### src/rtl/ll_auto_sync_multi.sv
// rtl/ll_auto_sync_multi.sv - multi-channel TX/RX auto-sync sequencer with RX alignment timeout
// TX bring-up (X wait, Y sync window), RX qualification across all channels (Z wait), sticky timeout.
module ll_auto_sync_multi #(
  parameter int NUM_CH            = 4,
  parameter int MARKER_WIDTH      = 2,
  parameter int PERSISTENT_MARKER = 1,
  parameter int PERSISTENT_STROBE = 1,
  parameter int DLY_W             = 16,
  parameter int TIMEOUT_CYCLES    = 4096
) (
  input  logic                           clk_wr,
  input  logic                           rst_wr_n,
  input  logic                           tx_online,
  input  logic [NUM_CH-1:0]              rx_online,
  input  logic                           rx_online_holdoff,
  input  logic [DLY_W-1:0]               delay_x_value,
  input  logic [DLY_W-1:0]               delay_y_value,
  input  logic [DLY_W-1:0]               delay_z_value,
  input  logic [MARKER_WIDTH-1:0]        tx_mrk_userbit,
  input  logic                           tx_stb_userbit,
  output logic                           tx_online_delay,
  output logic                           rx_online_delay,
  output logic [NUM_CH*MARKER_WIDTH-1:0] tx_auto_mrk_userbit,
  output logic [NUM_CH-1:0]              tx_auto_stb_userbit,
  output logic                           rx_align_timeout,
  output logic [7:0]                     sync_status
);

  localparam int TO_W = (TIMEOUT_CYCLES > 0) ? $clog2(TIMEOUT_CYCLES + 1) : 1;
  localparam logic [TO_W-1:0] TO_MAX = TO_W'(TIMEOUT_CYCLES);

  typedef enum logic [1:0] {
    TX_OFF    = 2'd0,
    TX_WAIT_X = 2'd1,
    TX_SYNC   = 2'd2,
    TX_ON     = 2'd3
  } tx_state_t;

  typedef enum logic [1:0] {
    RX_OFF    = 2'd0,
    RX_WAIT_Z = 2'd1,
    RX_ON     = 2'd2
  } rx_state_t;

  tx_state_t         r_tx_state, w_tx_state_nxt;
  rx_state_t         r_rx_state, w_rx_state_nxt;
  logic [DLY_W-1:0]  r_tx_cnt, w_tx_cnt_nxt;
  logic [DLY_W-1:0]  r_rx_cnt, w_rx_cnt_nxt;
  logic [TO_W-1:0]   r_to_cnt, w_to_cnt_nxt;
  logic              r_to_flag, w_to_flag_nxt;
  logic              w_tx_on;
  logic              w_rx_ok;
  logic              w_mrk_en;
  logic              w_stb_en;

  always_ff @(posedge clk_wr) begin
    if (!rst_wr_n) begin
      r_tx_state <= TX_OFF;
      r_rx_state <= RX_OFF;
      r_tx_cnt   <= '0;
      r_rx_cnt   <= '0;
      r_to_cnt   <= '0;
      r_to_flag  <= 1'b0;
    end else begin
      r_tx_state <= w_tx_state_nxt;
      r_rx_state <= w_rx_state_nxt;
      r_tx_cnt   <= w_tx_cnt_nxt;
      r_rx_cnt   <= w_rx_cnt_nxt;
      r_to_cnt   <= w_to_cnt_nxt;
      r_to_flag  <= w_to_flag_nxt;
    end
  end

  // Dropping the TX request overrides every other TX transition.
  always_comb begin
    w_tx_state_nxt = r_tx_state;
    w_tx_cnt_nxt   = r_tx_cnt;
    if (!tx_online) begin
      w_tx_state_nxt = TX_OFF;
      w_tx_cnt_nxt   = '0;
    end else begin
      case (r_tx_state)
        TX_OFF: begin
          w_tx_state_nxt = TX_WAIT_X;
          w_tx_cnt_nxt   = delay_x_value;
        end
        TX_WAIT_X: begin
          if (r_tx_cnt == '0) begin
            w_tx_state_nxt = TX_SYNC;
            w_tx_cnt_nxt   = delay_y_value;
          end else begin
            w_tx_cnt_nxt = r_tx_cnt - DLY_W'(1);
          end
        end
        TX_SYNC: begin
          if (r_tx_cnt == '0) begin
            w_tx_state_nxt = TX_ON;
          end else begin
            w_tx_cnt_nxt = r_tx_cnt - DLY_W'(1);
          end
        end
        default: w_tx_state_nxt = TX_ON;
      endcase
    end
  end

  assign w_tx_on = (r_tx_state == TX_ON);
  assign w_rx_ok = (&rx_online) & ~rx_online_holdoff & w_tx_on;

  always_comb begin
    w_rx_state_nxt = r_rx_state;
    w_rx_cnt_nxt   = r_rx_cnt;
    case (r_rx_state)
      RX_OFF: begin
        if (w_rx_ok) begin
          w_rx_state_nxt = RX_WAIT_Z;
          w_rx_cnt_nxt   = delay_z_value;
        end
      end
      RX_WAIT_Z: begin
        if (!w_rx_ok) begin
          w_rx_state_nxt = RX_OFF;
        end else if (r_rx_cnt == '0) begin
          w_rx_state_nxt = RX_ON;
        end else begin
          w_rx_cnt_nxt = r_rx_cnt - DLY_W'(1);
        end
      end
      RX_ON: begin
        if (!w_rx_ok) w_rx_state_nxt = RX_OFF;
      end
      default: w_rx_state_nxt = RX_OFF;
    endcase
  end

  // The flag is raised only on the increment that reaches the limit; a TX drop clears it first.
  always_comb begin
    w_to_cnt_nxt  = r_to_cnt;
    w_to_flag_nxt = r_to_flag;
    if (!w_tx_on || (r_rx_state == RX_ON)) begin
      w_to_cnt_nxt = '0;
    end else if (r_to_cnt != TO_MAX) begin
      w_to_cnt_nxt = r_to_cnt + TO_W'(1);
      if ((TIMEOUT_CYCLES != 0) && (w_to_cnt_nxt == TO_MAX)) w_to_flag_nxt = 1'b1;
    end
    if (!tx_online) w_to_flag_nxt = 1'b0;
  end

  assign w_mrk_en = (r_tx_state == TX_SYNC) || (w_tx_on && (PERSISTENT_MARKER != 0));
  assign w_stb_en = (r_tx_state == TX_SYNC) || (w_tx_on && (PERSISTENT_STROBE != 0));

  assign tx_online_delay     = w_tx_on;
  assign rx_online_delay     = (r_rx_state == RX_ON);
  assign tx_auto_mrk_userbit = w_mrk_en ? {NUM_CH{tx_mrk_userbit}} : '0;
  assign tx_auto_stb_userbit = w_stb_en ? {NUM_CH{tx_stb_userbit}} : '0;
  assign rx_align_timeout    = r_to_flag;
  assign sync_status         = {3'b000, r_to_flag, r_rx_state, r_tx_state};

endmodule
### config.mk
export PLATFORM = sky130hd
export DESIGN_NAME = ll_auto_sync_multi
export DESIGN_NICKNAME = d
export VERILOG_FILES = /design/src/rtl/ll_auto_sync_multi.sv
export SDC_FILE = /design/constraint.sdc
export NUM_CORES = 1
export LEC_CHECK = 0
export CAP_MARGIN = 5
export CORE_MARGIN = 2
export CORE_UTILIZATION = 51
export CTS_CLUSTER_DIAMETER = 80
export CTS_CLUSTER_SIZE = 10
export DETAILED_ROUTE_END_ITERATION = 6
export GPL_TIMING_DRIVEN = 0
export PLACE_DENSITY = 0.81
export SLEW_MARGIN = 0
export SYNTH_ARGS = -nofsm -noshare
export SYNTH_HDL_FRONTEND = slang
export SYNTH_SLANG_ARGS = --single-unit
### constraint.sdc
create_clock -name clk_wr -period 2.56 [get_ports clk_wr]
set_input_delay 0.512 -clock clk_wr [delete_from_list [all_inputs] [get_ports clk_wr]]
set_output_delay 0.512 -clock clk_wr [all_outputs]
set_load 0.01 [all_outputs]
### Yosys cells after proc, flatten, opt, wreduce, memory -nomap -nowiden

Index checks and enable logic that the tools add are counted.

* add/sub/neg operators: 3
* eq/ne operators: 15
* mux-type cells: 17
* bitwise operators: 5
* reductions and logical operators: 17

Operators with widths (count)
* 2-to-1 mux 16 bit: 5
* one-hot mux 16 bit (3 select lines): 1
* logical NOT 16 bit: 2
* one-hot mux 16 bit (2 select lines): 1
* subtractor 16 x 1 -> 16 bit (second input constant): 2
* inequality test 2 bit (second input constant): 7
* adder 13 x 1 -> 13 bit (second input constant): 1
* == test 13 bit (second input constant): 1
* inequality test 13 bit (second input constant): 1
* 2-to-1 mux 2 bit: 6
* one-hot mux 2 bit (3 select lines): 2
* 2-to-1 mux 8 bit: 1
* AND reduction 4 bit: 2
* == test 2 bit (second input constant): 3
* AND reduction 2 bit: 3
* AND reduction 3 bit: 2
* == test 2 x 1 -> 1 bit (second input constant): 2
* logical NOT 2 bit: 2
* 2-to-1 mux 4 bit: 1
* inequality test 3 bit (second input constant): 1
* inverter 1 bit: 3
* nonzero test 3 bit: 1
* AND 1 bit: 2
* logical OR 1 bit: 2
* 3 further kinds: 3

* bits in registers: 50
* bits of input ports: 59
* output and inout port bits: 23
* word-level logic and storage cells: 63

### Depth between registers and ports, before layout

* depth in word-level cells: 5
* depth in mapped cells: 10
* mapped depth without buffers: 7

### Worst setup path before layout

No wires, ideal clock.

* kind: register to output
* start: register r_tx_state[1]
* end: output tx_auto_mrk_userbit[2]
* data arrival time: 1601 ps
* required time: 2048 ps
* slack: 447 ps
* cell stages (with the launch flop): 6
* path buffers: 2
* path through: dfxtp_1 > ha_1 > clkbuf_1 > nor2_1 > nor2b_1 > buf_4

* word-level cells in the longest chain between the ends: 3
* elaborated cells between the ends (all ways): 4
* classes of those cells: 2 x eq/ne; 1 x mux; 1 x reduce/logical

Ends and longest elaborated chain
* start, declared: RTL line 45 `tx_state_t r_tx_state, w_tx_state_nxt;`
* start signal, assigned: RTL line 65 `r_tx_state <= w_tx_state_nxt;`
* == test 2 bit (on tied branches): RTL line 149, 107
* logical OR 1 bit (*): RTL line 149 `assign w_mrk_en = (r_tx_state == TX_SYNC) || (w_tx_on && (PERSISTENT_MARKER != 0));`
* 2-to-1 mux 8 bit (*): RTL line 154 `assign tx_auto_mrk_userbit = w_mrk_en ? {NUM_CH{tx_mrk_userbit}} : '0;`
* end, declared: RTL line 23 `output logic [NUM_CH*MARKER_WIDTH-1:0] tx_auto_mrk_userbit,`

Every way passes the cells marked *; elsewhere a longest branch is shown, timed or not.

### Worst setup path after layout

* start: register r_tx_state[0]
* end: output tx_auto_mrk_userbit[5]

The elaborated chain is that of the path after synthesis.

==> impl_metrics.env <==
export IMPL_status="completed"
export IMPL_cp_max_fo=10
export IMPL_cts_root_buf="clkbuf_8"
export IMPL_area_delta_synth_final_pct=31.4
export IMPL_path_clk_slew_ns=0.10
export IMPL_grt_use_total_pct=27.4
export IMPL_rows=30
export IMPL_final_hold_viol_count=0
export IMPL_die_h_um=87.8
export IMPL_pwr_share_seq_pct=39.6
export IMPL_overflow=0
export IMPL_drc=0
export IMPL_startpoint_type="register"
export IMPL_antenna_found_initial=0
export IMPL_ys_warn_count=0
export IMPL_n_antenna_cell=0
export IMPL_min_from="rx_align_timeout"
export IMPL_start_util_pct=52.7
export IMPL_wl_per_cell_um=16.2
export IMPL_clockBufferDepth=2
export IMPL_vias_per_cell=5.93
export IMPL_finalSetupViolCount=0
export IMPL_final_period_utilization_pct=97.1
export IMPL_yosys_top_cells_area="dfxtp_1 28%, nor2_1 4.7%, a21oi_1 4.2%, ha_1 3.8%, o21ai_0 3.8%"
export IMPL_max_freq_ghz=0.402
export IMPL_post_synth_top_count_cell="dfxtp_1"
export IMPL_irDropWorstVdd_mv=0.245
export IMPL_detail_route_antenna_nets=0
export IMPL_pwr_share_clk_pct=24.3
export IMPL_crit_path_end="tx_auto_mrk_userbit[5]"
export IMPL_synth_top_area_cell="dfxtp_1"
export IMPL_use_met2_pct=43.6
export IMPL_netlist_area_um2=3580
export IMPL_async_flop_share_pct=0
export IMPL_drive_gt1_share_pct=11.8
export IMPL_synth_seq_cells=50
export IMPL_r2r_setup_slack_ns=0.17
export IMPL_cp_arrival_ns=1.97
export IMPL_place_ws_ns=-0.371
export IMPL_gp_congestion=0.963
export IMPL_met1_usage_pct=37.2
export IMPL_relSlewSlack_pct=49.1
export IMPL_grt_pass1_vias=3489
export IMPL_synth_top_area_share_pct=27.9
export IMPL_period_needed_ns=2.49
export IMPL_power_density_nw_per_um2=451
export IMPL_syn_inst=457
export IMPL_grt_pass1_wl_um=16800
export IMPL_grt_max_degree=17
export IMPL_synth_common_cells="50 x dfxtp_1, 45 x nor2_1, 33 x nand2_1"
export IMPL_htree_levels=2
export IMPL_critical_path_required_ns=2.05
export IMPL_crit_start="r_tx_state[0]"
export IMPL_holdWs_ns=0.487
export IMPL_rsz0062_at_grt="no"
export IMPL_r2r_end="r_tx_cnt[12]"
export IMPL_worstMarginPinSlew_ns=0.757
export IMPL_hold_path_class="reg2reg"
export IMPL_core_um2=6790
export IMPL_p_sw_mw=0.759
export IMPL_wl_um=10500
export IMPL_switching_share_pct=35.8
export IMPL_p_int_mw=1.36
export IMPL_use_met3_pct=4.90
export IMPL_io_pins=82
export IMPL_fin_worst_skew_ns=0.0126
export IMPL_first_iter_violations=265
export IMPL_slew_violations=0
export IMPL_power_leakage_nw=1.82
export IMPL_num_vias=3830
export IMPL_synth_seq_area_share_pct=27.9
export IMPL_p_comb_share_pct=36.1
export IMPL_dieArea_um2=7710
export IMPL_place_hpwl_um=7700
export IMPL_num_nets_final=619
export IMPL_crit_path_end_kind="output port"
export IMPL_synth_edf_count=0
export IMPL_cap_violations=0
export IMPL_clk_latency_ns=0.31
export IMPL_cts_tree="built"
export IMPL_r2r_cells=8
export IMPL_synth_cell_types=68
export IMPL_first_pass_iters=4
export IMPL_busiest_layer="met2"
export IMPL_clock_sinks=50
export IMPL_cts_made_buffers=5
export IMPL_critPathKind="reg2out"
export IMPL_r2r_start="r_tx_state[1]"
export IMPL_portBuffers=78
export IMPL_dieWidth_um=87.8
export IMPL_fin_ws_ns=0.0746
export IMPL_synth_ff_type="dfxtp_1"
export IMPL_syn_avg_cell_area_um2=7.84
placed cells by master (no fill, tap or decap), types with 4 or more instances in the layout:
master and count:
nand3b_1 4, or4_1 4, nand4_1 9, nor4_1 7, nor2b_1 5, ha_1 9
a211oi_1 12, xor2_1 11, o21a_1 4, buf_6 4, o211ai_1 7, nor4_4 4
nor3_1 21, nand2_1 33, buf_2 6, buf_4 19, xnor2_1 11, nor2_1 44
inv_1 18, clkdlybuf4s50_1 70, a21oi_1 30, clkbuf_8 7, dfxtp_1 48, dlymetal6s2s_1 7
clkbuf_1 14, or3_1 4, nand3_1 21, o21ai_0 27, a31oi_1 5
how the worst min path moves through the flow:
stage	end	slack (ns)	depth (start not counted)
3_3_place_gp	rx_align_timeout	0.47	2
2_1_floorplan	r_rx_cnt[15]	0.46	2
5_1_grt	r_rx_cnt[6]	0.53	2
3_5_place_dp	rx_align_timeout	0.48	2
4_1_cts	rx_align_timeout	0.49	2
6_report	rx_align_timeout	0.49	2
critical path, cell delays in order (launching register included):
cell	delay [ns]
dfxtp_4	0.38
inv_1	0.08
ha_4	0.17
clkbuf_8	0.17
nor2_4	0.20
nor2b_4	0.07
buf_4	0.13
clkdlybuf4s50_1	0.46
metrics by stage:
stage | setup TNS (ns) | area, um2 | power, mW | utilization, % | cells
2_1_floorplan | 0 | 3590 | 1.33 | - | 459
3_3_place_gp | -2.83 | 4490 | 1.58 | 66.1 | 633
3_5_place_dp | -3.91 | 4490 | 1.59 | 66.1 | 633
4_1_cts | 0 | 4660 | 2.12 | 68.5 | 642
5_1_grt | 0 | 4710 | 2.22 | 69.3 | 646
6_report | 0 | 4710 | 2.12 | 69.3 | 646
kinds of logic after synthesis:
| family | after synthesis | synth area share, % |
|---|---|---|
| and+or+nand+nor | 178 | 26.8 |
| buffers and inverters | 56 | 8.28 |
| DFF | 50 | 27.9 |
| adders and majority gates | 11 | 3.84 |
| AOI/OAI and AO/OA | 138 | 27.4 |
| muxes | 1 | 0.279 |
| xor gates and xnor gates | 22 | 5.38 |
| other | 1 | 0.105 |
registers in the layout (all words and copies together) (netlist names):
| signal | flops |
|---|---|
| r_rx_state | 2 |
| r_tx_state | 2 |
| r_rx_cnt | 16 |
| r_tx_cnt | 16 |
| r_to_cnt | 13 |
| rx_align_timeout | 1 |
timing repair:
action | 4_1_cts | 5_1_grt
pin swaps | 2 | 1
endpoints found under the setup margin | 12 | 12
resized for setup | 17 | 9
buffers inserted | 1 | 4
hold buffers | 0 | 0
final cells by class:
type | count | area [um2]
plain buffers | 38 | 239
clock buffers | 6 | 82.6
clock inverters | 2 | 16.3
fillers | 577 | 2090
inverters | 18 | 67.6
multi-input cells | 353 | 2340
flip-flops and latches | 50 | 1010
well taps | 96 | 120
repair buffers | 83 | 833
metal layers:
metal	vias up	share of wire [%]	routed length (um)
li1	1866	-	-
met1	1753	44	4650
met2	188	44	4670
met3	23	9.0	948
met4	0	2.1	225
met5	-	0	0
power groups by stage:
stage	registers [mW]	logic, mW	clock network [mW]
3_3_place_gp	0.856	0.719	0
3_5_place_dp	0.857	0.728	0
4_1_cts	0.841	0.745	0.530
2_1_floorplan	0.852	0.476	0
6_report	0.841	0.766	0.516
5_1_grt	0.844	0.828	0.550
(Power assumes the default switching activity.)
